<file path="src/rtl/huff_pair_decoder.sv">
// rtl/huff_pair_decoder.sv - bit-serial MP3 big-values Huffman pair decoder using an external codebook ROM
// Optional codeword-overflow resync and err output are enabled by defining HUFF_OVERFLOW_CHECK_EN.
module huff_pair_decoder #(
  parameter int MAX_BITS    = 19,
  parameter int MAX_LINBITS = 13,
  parameter int OUT_W       = 16
) (
  input  logic                    clk,
  input  logic                    rst,
  input  logic                    axiiv,
  input  logic                    axiid,
  output logic                    axiir,
  input  logic [3:0]              linbits,
  output logic [MAX_BITS-1:0]     lut_code,
  output logic [4:0]              lut_len,
  input  logic                    lut_hit,
  input  logic [3:0]              lut_x,
  input  logic [3:0]              lut_y,
  output logic                    axiov,
  input  logic                    axior,
  output logic signed [OUT_W-1:0] x_val,
  output logic signed [OUT_W-1:0] y_val,
  output logic [5:0]              pair_bits
`ifdef HUFF_OVERFLOW_CHECK_EN
  ,
  output logic                    err
`endif
);

  typedef enum logic [2:0] {CODE, XLIN, XSGN, YLIN, YSGN, OUT} state_t;

  localparam logic [4:0] FULL_LEN = 5'(MAX_BITS);
  localparam logic [3:0] MAX_LB   = 4'(MAX_LINBITS);

  state_t                   state_q, state_d;
  logic [MAX_BITS-1:0]      code_q, code_d;
  logic [4:0]               len_q, len_d;
  logic [3:0]               lb_q, lb_d;
  logic [3:0]               xabs_q, xabs_d;
  logic [3:0]               yabs_q, yabs_d;
  logic [3:0]               cnt_q, cnt_d;
  logic [MAX_LINBITS-1:0]   xlin_q, xlin_d;
  logic [MAX_LINBITS-1:0]   ylin_q, ylin_d;
  logic                     xsgn_q, xsgn_d;
  logic                     ysgn_q, ysgn_d;
  logic [5:0]               pbits_q, pbits_d;
  logic signed [OUT_W-1:0]  xval_q, xval_d;
  logic signed [OUT_W-1:0]  yval_q, yval_d;
  logic                     hit, full, take;
`ifdef HUFF_OVERFLOW_CHECK_EN
  logic                     err_q, err_d;
`endif

  function automatic logic escaped(input logic [3:0] a, input logic [3:0] lb);
    return (a == 4'd15) && (lb != 4'd0);
  endfunction

  function automatic state_t after_x(input logic [3:0] ya, input logic [3:0] lb);
    if (escaped(ya, lb))   return YLIN;
    else if (ya != 4'd0)   return YSGN;
    else                   return OUT;
  endfunction

  function automatic logic signed [OUT_W-1:0] comp_val(input logic [3:0] a,
                                                       input logic [MAX_LINBITS-1:0] l,
                                                       input logic s);
    logic [OUT_W-1:0] m;
    m = OUT_W'(a) + OUT_W'(l);
    return s ? -m : m;
  endfunction

  assign hit  = (len_q != 5'd0) && lut_hit;
  assign full = (len_q == FULL_LEN);
  assign take = axiiv && axiir;

  always_comb begin
    axiir = 1'b0;
    axiov = 1'b0;
    case (state_q)
      CODE:                   axiir = !hit && !full;
      XLIN, XSGN, YLIN, YSGN: axiir = 1'b1;
      OUT:                    axiov = 1'b1;
      default:                axiir = 1'b0;
    endcase
  end

  always_comb begin
    state_d = state_q;
    code_d  = code_q;
    len_d   = len_q;
    lb_d    = lb_q;
    xabs_d  = xabs_q;
    yabs_d  = yabs_q;
    cnt_d   = cnt_q;
    xlin_d  = xlin_q;
    ylin_d  = ylin_q;
    xsgn_d  = xsgn_q;
    ysgn_d  = ysgn_q;
    pbits_d = pbits_q;
    xval_d  = xval_q;
    yval_d  = yval_q;
`ifdef HUFF_OVERFLOW_CHECK_EN
    err_d   = 1'b0;
`endif
    case (state_q)
      CODE: begin
        if (len_q == 5'd0)
          lb_d = (linbits > MAX_LB) ? MAX_LB : linbits;
        if (hit) begin
          // Decode cycle consumes no bit; abs values come straight from the ROM.
          xabs_d = lut_x;
          yabs_d = lut_y;
          if (escaped(lut_x, lb_q))  state_d = XLIN;
          else if (lut_x != 4'd0)    state_d = XSGN;
          else                       state_d = after_x(lut_y, lb_q);
        end else if (full) begin
`ifdef HUFF_OVERFLOW_CHECK_EN
          err_d   = 1'b1;
          len_d   = 5'd0;
          code_d  = '0;
          pbits_d = 6'd0;
`endif
        end else if (take) begin
          code_d  = {code_q[MAX_BITS-2:0], axiid};
          len_d   = len_q + 5'd1;
          pbits_d = pbits_q + 6'd1;
        end
      end
      XLIN: if (take) begin
        xlin_d  = {xlin_q[MAX_LINBITS-2:0], axiid};
        pbits_d = pbits_q + 6'd1;
        cnt_d   = cnt_q + 4'd1;
        if (cnt_q == lb_q - 4'd1) begin
          cnt_d   = 4'd0;
          state_d = XSGN;
        end
      end
      XSGN: if (take) begin
        xsgn_d  = axiid;
        pbits_d = pbits_q + 6'd1;
        state_d = after_x(yabs_q, lb_q);
      end
      YLIN: if (take) begin
        ylin_d  = {ylin_q[MAX_LINBITS-2:0], axiid};
        pbits_d = pbits_q + 6'd1;
        cnt_d   = cnt_q + 4'd1;
        if (cnt_q == lb_q - 4'd1) begin
          cnt_d   = 4'd0;
          state_d = YSGN;
        end
      end
      YSGN: if (take) begin
        ysgn_d  = axiid;
        pbits_d = pbits_q + 6'd1;
        state_d = OUT;
      end
      OUT: if (axior) begin
        state_d = CODE;
        len_d   = 5'd0;
        code_d  = '0;
        xlin_d  = '0;
        ylin_d  = '0;
        xsgn_d  = 1'b0;
        ysgn_d  = 1'b0;
        cnt_d   = 4'd0;
        pbits_d = 6'd0;
      end
      default: state_d = CODE;
    endcase
    // Values are formed from next-state fields so the final sign bit is included.
    if (state_d == OUT && state_q != OUT) begin
      xval_d = comp_val(xabs_d, xlin_d, xsgn_d);
      yval_d = comp_val(yabs_d, ylin_d, ysgn_d);
    end
  end

  always_ff @(posedge clk) begin
    if (rst) begin
      state_q <= CODE;
      code_q  <= '0;
      len_q   <= 5'd0;
      lb_q    <= 4'd0;
      xabs_q  <= 4'd0;
      yabs_q  <= 4'd0;
      cnt_q   <= 4'd0;
      xlin_q  <= '0;
      ylin_q  <= '0;
      xsgn_q  <= 1'b0;
      ysgn_q  <= 1'b0;
      pbits_q <= 6'd0;
      xval_q  <= '0;
      yval_q  <= '0;
`ifdef HUFF_OVERFLOW_CHECK_EN
      err_q   <= 1'b0;
`endif
    end else begin
      state_q <= state_d;
      code_q  <= code_d;
      len_q   <= len_d;
      lb_q    <= lb_d;
      xabs_q  <= xabs_d;
      yabs_q  <= yabs_d;
      cnt_q   <= cnt_d;
      xlin_q  <= xlin_d;
      ylin_q  <= ylin_d;
      xsgn_q  <= xsgn_d;
      ysgn_q  <= ysgn_d;
      pbits_q <= pbits_d;
      xval_q  <= xval_d;
      yval_q  <= yval_d;
`ifdef HUFF_OVERFLOW_CHECK_EN
      err_q   <= err_d;
`endif
    end
  end

  assign lut_code  = code_q;
  assign lut_len   = len_q;
  assign x_val     = xval_q;
  assign y_val     = yval_q;
  assign pair_bits = pbits_q;
`ifdef HUFF_OVERFLOW_CHECK_EN
  assign err       = err_q;
`endif

endmodule

</file>
<file path="config.mk">
export PLATFORM = sky130hd
export DESIGN_NAME = huff_pair_decoder
export DESIGN_NICKNAME = d
export VERILOG_FILES = /design/src/rtl/huff_pair_decoder.sv
export SDC_FILE = /design/constraint.sdc
export NUM_CORES = 1
export LEC_CHECK = 0
export CAP_MARGIN = 30
export CORE_MARGIN = 4
export CORE_UTILIZATION = 40
export DETAILED_ROUTE_END_ITERATION = 10
export SYNTH_ARGS = -nofsm -noshare
export SYNTH_HDL_FRONTEND = slang
export SYNTH_SLANG_ARGS = --single-unit
</file>
<file path="constraint.sdc">
create_clock -name clk -period 4.5 [get_ports clk]
set_input_delay 0.45 -clock clk [delete_from_list [all_inputs] [get_ports clk]]
set_output_delay 0.45 -clock clk [all_outputs]
set_load 0.01 [all_outputs]
</file>
==> impl_metrics.sql, run 1 <==
INSERT INTO impl_metrics (metric_group, metric, value, unit) VALUES
('global_routing', 'vias_in_the_first_global_route', '5234', ''),
('route', 'route.detailed.drc', '0', ''),
('synthesis', 'yosysWarningCount', '0', ''),
('route', 'vias', '5491', ''),
('power', 'power.switching_fraction', '0.363', ''),
('global_routing', 'grt_max_degree', '76', ''),
('global_routing', 'globalRouteMet2Util', '0.267', ''),
('timing', 'hold_viol_final', '0', ''),
('critical_path', 'r2r_startpoint', 'lut_len[1]', ''),
('min_path', 'min_path_type', 'reg -> reg', ''),
('route', 'wl_per_cell', '15.3', 'um'),
('cells_and_area', 'diodes', '0', ''),
('min_path', 'hold_path.startpoint', 'y_val[14]', ''),
('synthesis', 'synth_top_flop_cell', 'sky130_fd_sc_hd__dfxtp_1', ''),
('global_routing', 'grt_busiest_layer', 'met2', ''),
('route', 'via_count_normalized_by_instance_count', '5.37', ''),
('placement', 'hpwlAfterDp', '11500', 'um'),
('critical_path', 'worstPathArrival', '4.62', 'ns'),
('critical_path', 'ff2ff_path_depth', '18', ''),
('timing', 'final_count_of_pins_violating_max_slew', '0', ''),
('job', 'drv_cap', '0', ''),
('cells_and_area', 'drive_gt1_frac', '0.143', ''),
('power', 'power.static_leakage', '0.00294', 'uW'),
('clock_tree', 'ctsHtreeMaxLevel', '3', ''),
('floorplan', 'die-width', '132', 'um'),
('synthesis', 'netlist_instances', '728', ''),
('floorplan', 'die_y', '132', 'um'),
('synthesis', 'syn_area_per_cell', '8.49', 'um2'),
('critical_path', 'critPathCaptureType', 'flop', ''),
('timing', 'final.setup.tns', '0', 'ns'),
('critical_path', 'crit-reg2reg-capture', 'x_val[12]', ''),
('global_routing', 'grt_remaining_overflow', '0', ''),
('power', 'peakVddDrop', '225', 'uV'),
('synthesis', 'post_synth_num_cell_types', '67', ''),
('critical_path', 'critPathKind', 'reg -> reg', ''),
('critical_path', 'setup.reg_to_reg.worst_slack', '0.15', 'ns'),
('global_routing', 'groute.layer.met1.usage', '0.243', ''),
('cells_and_area', 'finish.net_count', '865', ''),
('critical_path', 'worst_setup_path_start_kind', 'flop', ''),
('cells_and_area', 'num-fill-cells', '1413', ''),
('timing', 'fmax', '230', 'MHz'),
('floorplan', 'placement_rows', '45', ''),
('timing', 'timing.max_slew.rel_slack', '0.450', ''),
('min_path', 'hold-path-endpoint', 'y_val[14]', ''),
('clock_tree', 'clock_insertion_delay_worst_skew', '0.35', 'ns'),
('clock_tree', 'cts_buffer_depth', '2', ''),
('global_routing', 'first_pass_grt_wire_length', '26000', 'um'),
('power', 'total_power_divided_by_cell_area', '409', 'nW/um2'),
('power', 'clkPwrFrac', '0.239', ''),
('global_routing', 'grt_usage', '0.176', ''),
('min_path', 'worstHoldPathCells', '2', ''),
('floorplan', 'total_die_area', '17500', 'um2'),
('route', 'dr.pass1.iters', '5', ''),
('clock_tree', 'clkSinkCount', '109', ''),
('floorplan', 'pin_count', '82', ''),
('route', 'drtAntennaViolNets', '0', ''),
('timing', 'finClkSkew', '0.00672', 'ns'),
('cells_and_area', 'layout-area-overhead-vs-synth', '27.9', '%'),
('power', 'pwr-share-seq', '0.337', ''),
('timing', 'finalCriticalPeriod', '4.35', 'ns'),
('clock_tree', 'worst_setup_hold_path_clk_slew', '0.07', 'ns'),
('clock_tree', 'cts_tree', 'done', ''),
('timing', 'setup_ws_final', '0.146', 'ns'),
('power', 'power.share.combinational', '0.424', ''),
('critical_path', 'crit_fanout', '6', ''),
('run_status', 'status', 'finished, final reports clean', ''),
('clock_tree', 'cts_root_cell', 'sky130_fd_sc_hd__clkbuf_16', ''),
('placement', 'dp_worst_setup_slack', '0.124', 'ns'),
('power', 'switching_power', '1170', 'uW'),
('timing', 'whs', '0.477', 'ns'),
('timing', 'worst-slew-pin-transition', '0.824', 'ns');
==> power by group through the flow <==
stage / registers (uW) / logic [uW] / clock network, uW
final: 1090 / 1370 / 773
after floorplan: 1120 / 880 / 0
after global routing: 1100 / 1510 / 835
after global placement: 1110 / 1210 / 0
after CTS: 1090 / 1290 / 800
after detailed placement: 1110 / 1280 / 0
==> synth_stat cells (all sizes together) (9+ instances only) <==
cell type,instances,share of area
a211oi,20,0.027
ha,16,0.032
nand4,13,0.014
nand2b,10,0.010
o21a,9,0.011
o21ai,28,0.023
nor2b,24,0.024
mux2i,38,0.062
xor2,28,0.040
clkbuf,25,0.015
xnor2,23,0.033
a31oi,9,0.0091
buf,15,0.016
inv,16,0.0097
nor2,101,0.061
nand2,53,0.032
a21oi,40,0.032
nand3,23,0.022
mux2,9,0.016
and2,9,0.0091
dfxtp,109,0.35
==> sequential cells by signal (all words and copies together) (netlist names), 5 cells and up <==
name	count
lut_code	19
xlin_q	13
pair_bits	6
y_val	16
x_val	16
lut_len	5
ylin_q	13
==> metal layers <==
metal  vias up  share of wire
li1       2807              -
met1      2553           0.49
met2       113           0.44
met3        18          0.049
met4         0          0.017
met5         -              0
==> worst max-delay path by stage <==
stage,to,from,cells past startpoint
after detailed placement,x_val[12],lut_hit,17
after floorplan,x_val[13],lut_len[0],16
after global placement,x_val[13],lut_hit,17
after global routing,x_val[8],lut_len[1],19
after CTS,y_val[12],lut_len[1],16
final,x_val[12],lut_len[1],18
==> cell families after synthesis <==
family          Yosys count  synth area share
buf+inv                  56            0.0409
simple gates            279             0.230
mux                      47            0.0786
xor+xnor                 51            0.0723
fa+ha+maj                18            0.0389
flops                   109             0.353
compound gates          168             0.186
==> metrics by stage <==
stage,total power (uW),std cells,area [um2]
global route,3440,1022,7900
CTS,3170,1014,7660
finish,3230,1022,7900
floorplan,2000,728,6180
detailed placement,2390,998,7380
global placement,2320,997,7350
==> timing repair <==
item                                    in CTS  in global routing
endpoints found under the setup margin       0                 15
resized for setup                            0                 35
setup buffers                                0                  8
==> critical path: stages, from the launching register on <==
cell                        delay (ns)
sky130_fd_sc_hd__dfxtp_2          0.34
sky130_fd_sc_hd__inv_1            0.06
sky130_fd_sc_hd__ha_1             0.12
sky130_fd_sc_hd__or3b_2           0.46
sky130_fd_sc_hd__o211ai_1         0.26
sky130_fd_sc_hd__clkbuf_16        0.20
sky130_fd_sc_hd__buf_4            0.14
sky130_fd_sc_hd__mux2_2           0.35
sky130_fd_sc_hd__ha_2             0.21
sky130_fd_sc_hd__fa_2             0.34
sky130_fd_sc_hd__a21o_1           0.19
sky130_fd_sc_hd__a21o_1           0.20
sky130_fd_sc_hd__a221oi_2         0.28
sky130_fd_sc_hd__a311oi_2         0.08
sky130_fd_sc_hd__buf_4            0.18
sky130_fd_sc_hd__nor4_4           0.26
sky130_fd_sc_hd__a41oi_2          0.20
sky130_fd_sc_hd__xor2_1           0.18
sky130_fd_sc_hd__a211oi_1         0.22
==> layout by cell type (no fill, tap or decap), drive strengths merged, types with 8 or more instances in the layout <==
| master | count |
|---|---|
| dfxtp | 109 |
| nand2b | 10 |
| and2 | 9 |
| buf | 49 |
| nand4 | 13 |
| nand3 | 23 |
| a211oi | 20 |
| o21a | 9 |
| clkbuf | 10 |
| a21o | 8 |
| a21oi | 40 |
| a31oi | 9 |
| nor2 | 101 |
| or3 | 8 |
| inv | 18 |
| nor2b | 24 |
| xnor2 | 23 |
| clkdlybuf4s50 | 80 |
| a22o | 8 |
| nand2 | 53 |
| mux2i | 38 |
| mux2 | 9 |
| ha | 16 |
| o21ai | 28 |
| nor3 | 8 |
| xor2 | 28 |
==> cell type report <==
type                            instances  area [um2]  share of cell area
Tap cell                              188         235              0.0298
Timing Repair Buffer                  130        1210               0.153
Inverter                               16        60.1             0.00760
Multi-Input combinational cell        563        3930               0.497
Clock inverter                          7        58.8             0.00744
Sequential cell                       109        2180               0.276
Clock buffer                            9         225              0.0285
Note: power is estimated with default switching activity, not from simulation.
==> inputs of run 2 (changes only) <==
MAX_ROUTING_LAYER = met4   (was unset)
==> run 2 against run 1 <==
Net effect: register-to-register slack improved by 0.04 ns; sequential share of layout area rose by 0.17 points; combinational power barely moved; critical endpoint is now y_val[12]; largest cell class unchanged; highest routed layer unchanged.
==> impl_metrics.sql, run 2 (synthesis gave the netlist of run 1 again) <==
INSERT INTO impl_metrics (metric_group, metric, value, unit) VALUES
('run_status', 'status', 'finished, final reports clean', ''),
('global_routing', 'grt_remaining_overflow', '0', ''),
('timing', 'finalCriticalPeriod', '4.31', 'ns'),
('critical_path', 'worst_setup_path_start_kind', 'flop', ''),
('timing', 'fmax', '232', 'MHz'),
('timing', 'worst-slew-pin-transition', '0.787', 'ns'),
('cells_and_area', 'layout-area-overhead-vs-synth', '27.1', '%'),
('timing', 'timing.max_slew.rel_slack', '0.475', ''),
('power', 'total_power_divided_by_cell_area', '419', 'nW/um2'),
('critical_path', 'crit_fanout', '5', ''),
('cells_and_area', 'mostFrequentLayoutCell', 'sky130_fd_sc_hd__dfxtp_1', ''),
('floorplan', 'die_y', '132', 'um'),
('power', 'power.static_leakage', '0.00293', 'uW'),
('cells_and_area', 'most-common-layout-cells', 'sky130_fd_sc_hd__dfxtp_1 (108), sky130_fd_sc_hd__nor2_1 (101), sky130_fd_sc_hd__clkdlybuf4s50_1 (80)', ''),
('route', 'dr.pass1.iters', '4', ''),
('power', 'peakVddDrop', '252', 'uV'),
('route', 'drtAntennaViolNets', '0', ''),
('clock_tree', 'cts-buffers-inserted', '9', ''),
('floorplan', 'total_die_area', '17500', 'um2'),
('cells_and_area', 'largest_register_ffs', '19', ''),
('timing', 'grt_setup_unrepaired', 'true', ''),
('power', 'power.share.combinational', '0.421', ''),
('floorplan', 'placement_rows', '45', ''),
('clock_tree', 'worst_setup_hold_path_clk_slew', '0.08', 'ns'),
('critical_path', 'critPathCaptureType', 'flop', ''),
('floorplan', 'die-width', '132', 'um'),
('route', 'wl_per_cell', '15.4', 'um'),
('clock_tree', 'clock_insertion_delay_worst_skew', '0.36', 'ns'),
('placement', 'hpwlAfterDp', '11700', 'um'),
('placement', 'place.gp.congestion', '0.925', ''),
('critical_path', 'timing.critical_path.from', 'lut_len[1]', ''),
('critical_path', 'cp_data_required_time', '4.78', 'ns'),
('placement', 'buffer_ports.inserted', '81', ''),
('floorplan', 'fp.coreArea', '15100', 'um2'),
('clock_tree', 'hold_buffers', '0', ''),
('power', 'cell_internal_pwr', '2120', 'uW'),
('route', 'initialDrtViolationCount', '321', ''),
('power', 'report.power.total', '3290', 'uW'),
('power', 'clkPwrFrac', '0.248', ''),
('timing', 'setup-violations-final', '0', ''),
('placement', 'place.detailed.instances', '997', ''),
('power', 'pwr-share-seq', '0.332', ''),
('route', 'vias', '5518', ''),
('global_routing', 'vias_in_the_first_global_route', '5329', ''),
('route', 'route.detailed.drc', '0', ''),
('timing', 'finalCritPeriodShare', '0.958', ''),
('job', 'drv_cap', '0', ''),
('power', 'switching_power', '1170', 'uW'),
('clock_tree', 'cts_buffer_depth', '2', ''),
('global_routing', 'first_pass_grt_wire_length', '25700', 'um'),
('clock_tree', 'ctsHtreeMaxLevel', '3', ''),
('cells_and_area', 'drive_gt1_frac', '0.132', ''),
('floorplan', 'start_util', '0.408', ''),
('critical_path', 'critPathKind', 'reg -> reg', ''),
('critical_path', 'worstPathArrival', '4.59', 'ns'),
('floorplan', 'pin_count', '82', ''),
('global_routing', 'grt_usage', '0.181', ''),
('clock_tree', 'clkSinkCount', '109', ''),
('timing', 'finClkSkew', '0.0113', 'ns'),
('critical_path', 'r2r_startpoint', 'lut_len[1]', ''),
('timing', 'final_count_of_pins_violating_max_slew', '0', ''),
('power', 'power.switching_fraction', '0.355', ''),
('min_path', 'hold_path.startpoint', 'x_val[14]', ''),
('cells_and_area', 'diodes', '0', ''),
('cells_and_area', 'finish.net_count', '859', ''),
('clock_tree', 'cts_tree', 'done', ''),
('global_routing', 'grt_antenna_before_repair', '0', ''),
('cells_and_area', 'finalNonFillerCells', '1016', ''),
('route', 'postRouteWirelength', '15700', 'um'),
('min_path', 'min_path_type', 'reg -> reg', ''),
('clock_tree', 'cts_root_cell', 'sky130_fd_sc_hd__clkbuf_16', ''),
('route', 'via_count_normalized_by_instance_count', '5.43', ''),
('timing', 'hold_viol_final', '0', ''),
('global_routing', 'grt_max_degree', '76', '');
## run 2: layer usage
| layer | GRT usage | vias up | part of all wire |
|---|---|---|---|
| met5 | - | - | 0 |
| met4 | 0.0693 | 0 | 0.018 |
| met1 | 0.236 | 2589 | 0.48 |
| met2 | 0.277 | 123 | 0.45 |
| li1 | - | 2783 | - |
| met3 | 0.0382 | 23 | 0.048 |
## run 2: area by class of cell
class                      count  area (um2)
tap                          188         235
clock buffer                  10         229
multi-input combinational    563        3900
clock inverter                 6        68.8
timing repair buffer         124        1180
sequential                   109        2180
inverter                      16        60.1
fill                        1429        7290
## run 2: timing repair
action / in CTS / in global routing
endpoints found under the setup margin: 0 / 12
buffers inserted: 0 / 2
resized for setup: 0 / 31
## run 2: power groups by stage
stage	registers, uW	logic [uW]	clock network [uW]
2_1_floorplan	1120	880	0
3_3_place_gp	1110	1210	0
3_5_place_dp	1110	1270	0
4_1_cts	1090	1280	844
5_1_grt	1100	1510	871
6_report	1090	1380	814
## run 2: path summary, 6_finish.rpt
check	to	slack [ns]	cells past startpoint
worst max-delay path	y_val[12]	0.19	16
worst max register to register	y_val[12]	0.19	16
worst min register to register	x_val[14]	0.47	2
worst min-delay path	x_val[14]	0.47	2
## run 2: critical path, cell delays in order, from the launching register on
cell and delay [ns]:
sky130_fd_sc_hd__dfxtp_2 0.34, sky130_fd_sc_hd__inv_1 0.05, sky130_fd_sc_hd__ha_1 0.12, sky130_fd_sc_hd__or3b_2 0.46, sky130_fd_sc_hd__o211ai_1 0.30, sky130_fd_sc_hd__clkbuf_16 0.22
sky130_fd_sc_hd__mux2_4 0.32, sky130_fd_sc_hd__ha_4 0.18, sky130_fd_sc_hd__fa_2 0.42, sky130_fd_sc_hd__nand3_2 0.09, sky130_fd_sc_hd__nand2_1 0.08, sky130_fd_sc_hd__and3_4 0.17
sky130_fd_sc_hd__or4_4 0.49, sky130_fd_sc_hd__a2111oi_4 0.42, sky130_fd_sc_hd__a41oi_2 0.19, sky130_fd_sc_hd__xnor2_1 0.17, sky130_fd_sc_hd__a211oi_1 0.21
## run 2: metrics by stage
stage                     setup slack, ns  utilization  TNS [ns]  hold WS [ns]  instance area, um2
after global placement              0.132        0.485         0         0.459                7340
after detailed placement            0.135        0.487         0         0.458                7370
after floorplan                     0.333            -         0         0.445                6180
after CTS                           0.178        0.506         0         0.469                7670
after global routing              -0.0337        0.519   -0.0506         0.480                7860
final                               0.189        0.519         0         0.467                7860
==> inputs of run 3 (changes only) <==
CELL_PAD_IN_SITES_DETAIL_PLACEMENT = 0   (was unset)
CELL_PAD_IN_SITES_GLOBAL_PLACEMENT = 1   (was unset)
PLACE_DENSITY_LB_ADDON = 0.1   (was unset)
==> run 3 against run 2 <==
Net effect: global-route usage increased by 0.43 points; clock-buffer cell count unchanged; design area decreased by 1.5%; routed wire length is 0.94% higher; critical endpoint is now y_val[10]; clock power fell by 3.3%; combinational power fell by 4%; first-iteration DRC count down 21%; worst hold slack gained 0.0080 ns; total power shrank 2.4%; utilization is 0.80 points lower.
==> impl_metrics.sql, run 3 (synthesis gave the netlist of run 1 again) <==
INSERT INTO impl_metrics (metric_group, metric, value, unit) VALUES
('floorplan', 'start_util', '0.408', ''),
('floorplan', 'die_y', '132', 'um'),
('route', 'via_count_normalized_by_instance_count', '5.48', ''),
('job', 'drv_cap', '0', ''),
('floorplan', 'placement_rows', '45', ''),
('run_status', 'status', 'finished, final reports clean', ''),
('placement', 'placedInstanceArea', '7330', 'um2'),
('cells_and_area', 'final_design_area_no_fill', '7730', 'um2'),
('floorplan', 'total_die_area', '17500', 'um2'),
('power', 'peakVddDrop', '184', 'uV'),
('global_routing', 'grt_remaining_overflow', '0', ''),
('global_routing', 'vias_in_the_first_global_route', '5440', ''),
('power', 'total_power_divided_by_cell_area', '415', 'nW/um2'),
('timing', 'worst-slew-pin-transition', '0.842', 'ns'),
('timing', 'setup-violations-final', '0', ''),
('timing', 'final.setup.tns', '0', 'ns'),
('critical_path', 'worst_setup_path_start_kind', 'flop', ''),
('placement', 'buffer_ports.inserted', '81', ''),
('critical_path', 'critPathKind', 'reg -> reg', ''),
('route', 'wl_per_cell', '15.6', 'um'),
('global_routing', 'first_pass_grt_wire_length', '26300', 'um'),
('cells_and_area', 'finish.net_count', '856', ''),
('route', 'postRouteWirelength', '15800', 'um'),
('route', 'route.detailed.drc', '0', ''),
('min_path', 'min_path_type', 'reg -> reg', ''),
('cells_and_area', 'largest_register_ffs', '19', ''),
('placement', 'place.gp.congestion', '0.869', ''),
('clock_tree', 'clock_insertion_delay_worst_skew', '0.36', 'ns'),
('power', 'power.static_leakage', '0.00288', 'uW'),
('clock_tree', 'cts-buffers-inserted', '9', ''),
('floorplan', 'die-width', '132', 'um'),
('timing', 'hold_viol_final', '0', ''),
('timing', 'finClkSkew', '0.00872', 'ns'),
('power', 'report.power.total', '3210', 'uW'),
('critical_path', 'setup.reg_to_reg.worst_slack', '0.29', 'ns'),
('critical_path', 'cp_data_required_time', '4.77', 'ns'),
('clock_tree', 'clkSinkCount', '109', ''),
('route', 'initialDrtViolationCount', '253', ''),
('clock_tree', 'cts_buffer_depth', '2', ''),
('clock_tree', 'worst_setup_hold_path_clk_slew', '0.08', 'ns'),
('global_routing', 'grt_usage', '0.185', ''),
('timing', 'whs', '0.475', 'ns'),
('timing', 'timing.max_slew.rel_slack', '0.439', ''),
('cells_and_area', 'diodes', '0', ''),
('timing', 'fmax', '238', 'MHz'),
('floorplan', 'pin_count', '82', ''),
('timing', 'finalCriticalPeriod', '4.21', 'ns'),
('critical_path', 'crit_fanout', '8', ''),
('critical_path', 'critPathCaptureType', 'flop', ''),
('clock_tree', 'cts_root_cell', 'sky130_fd_sc_hd__clkbuf_16', ''),
('floorplan', 'fp.coreArea', '15100', 'um2'),
('timing', 'finalCritPeriodShare', '0.936', ''),
('global_routing', 'grt_max_degree', '76', ''),
('clock_tree', 'ctsHtreeMaxLevel', '3', ''),
('critical_path', 'worstPathArrival', '4.48', 'ns'),
('route', 'vias', '5552', ''),
('cells_and_area', 'layout-area-overhead-vs-synth', '25.1', '%'),
('placement', 'hpwlAfterDp', '11700', 'um'),
('cells_and_area', 'drive_gt1_frac', '0.120', ''),
('route', 'drtAntennaViolNets', '0', ''),
('clock_tree', 'cts_tree', 'done', ''),
('timing', 'final_count_of_pins_violating_max_slew', '0', ''),
('cells_and_area', 'mostFrequentLayoutCell', 'sky130_fd_sc_hd__dfxtp_1', ''),
('global_routing', 'grt_antenna_before_repair', '0', ''),
('route', 'dr.pass1.iters', '6', ''),
('cells_and_area', 'most-common-layout-cells', 'sky130_fd_sc_hd__dfxtp_1 (108), sky130_fd_sc_hd__nor2_1 (101), sky130_fd_sc_hd__clkdlybuf4s50_1 (80)', '');
==> run 3: report_power, final <==
part           internal (uW)  total (uW)  switching [uW]
clock network            400         787             387
logic                    611        1330             720
registers               1040        1090            52.7
total                   2050        3210            1160
==> run 3: what timing repair did <==
item,4_1_cts,5_1_grt
hold buffers,0,0
pin swaps,0,7
buffers inserted,0,5
resized for setup,1,15
endpoints found under the setup margin,1,19
==> run 3: per-layer routing <==
layer,routed length [um],share of wire,track usage
met2,7680,0.48,0.303
met5,0,0,-
met4,240,0.015,0.0606
met3,462,0.029,0.0252
met1,7460,0.47,0.238
==> run 3: per-stage QoR <==
stage	util	setup slack, ns	std cells
global placement	0.482	0.0186	991
detailed placement	0.484	-0.128	992
CTS	0.503	0.0838	1008
floorplan	-	0.333	728
global route	0.511	-0.00186	1013
finish	0.511	0.290	1013
==> run 3: worst max-delay path, cell delays in order (launching register included) <==
cell and delay (ns):
sky130_fd_sc_hd__dfxtp_2 0.34, sky130_fd_sc_hd__inv_1 0.05, sky130_fd_sc_hd__ha_1 0.13, sky130_fd_sc_hd__or3b_4 0.39, sky130_fd_sc_hd__o211ai_1 0.17, sky130_fd_sc_hd__buf_4 0.20, sky130_fd_sc_hd__buf_4 0.12, sky130_fd_sc_hd__mux2_2 0.36
sky130_fd_sc_hd__ha_1 0.32, sky130_fd_sc_hd__a211o_1 0.28, sky130_fd_sc_hd__o21ai_0 0.10, sky130_fd_sc_hd__xnor2_1 0.12, sky130_fd_sc_hd__or4_4 0.56, sky130_fd_sc_hd__a2111oi_4 0.43, sky130_fd_sc_hd__a41oi_2 0.17, sky130_fd_sc_hd__xor2_1 0.16
sky130_fd_sc_hd__a211oi_1 0.21
==> run 3: cell type report <==
| cell class | instances | area, um2 |
|---|---|---|
| Tap cell | 188 | 235 |
| Sequential cell | 109 | 2180 |
| Clock inverter | 6 | 52.6 |
| Timing Repair Buffer | 121 | 1130 |
| Multi-Input combinational cell | 563 | 3840 |
| Fill cell | 1459 | 7410 |
| Inverter | 16 | 60.1 |
| Clock buffer | 10 | 239 |
==> run 3: worst paths after layout <==
| check | from | end | depth (start not counted) |
|---|---|---|---|
| setup / recovery | lut_len[1] | y_val[10] | 16 |
| hold / removal | x_val[15] | x_val[15] | 2 |
| setup reg to reg | lut_len[1] | y_val[10] | 16 |
| hold reg to reg | x_val[15] | x_val[15] | 2 |
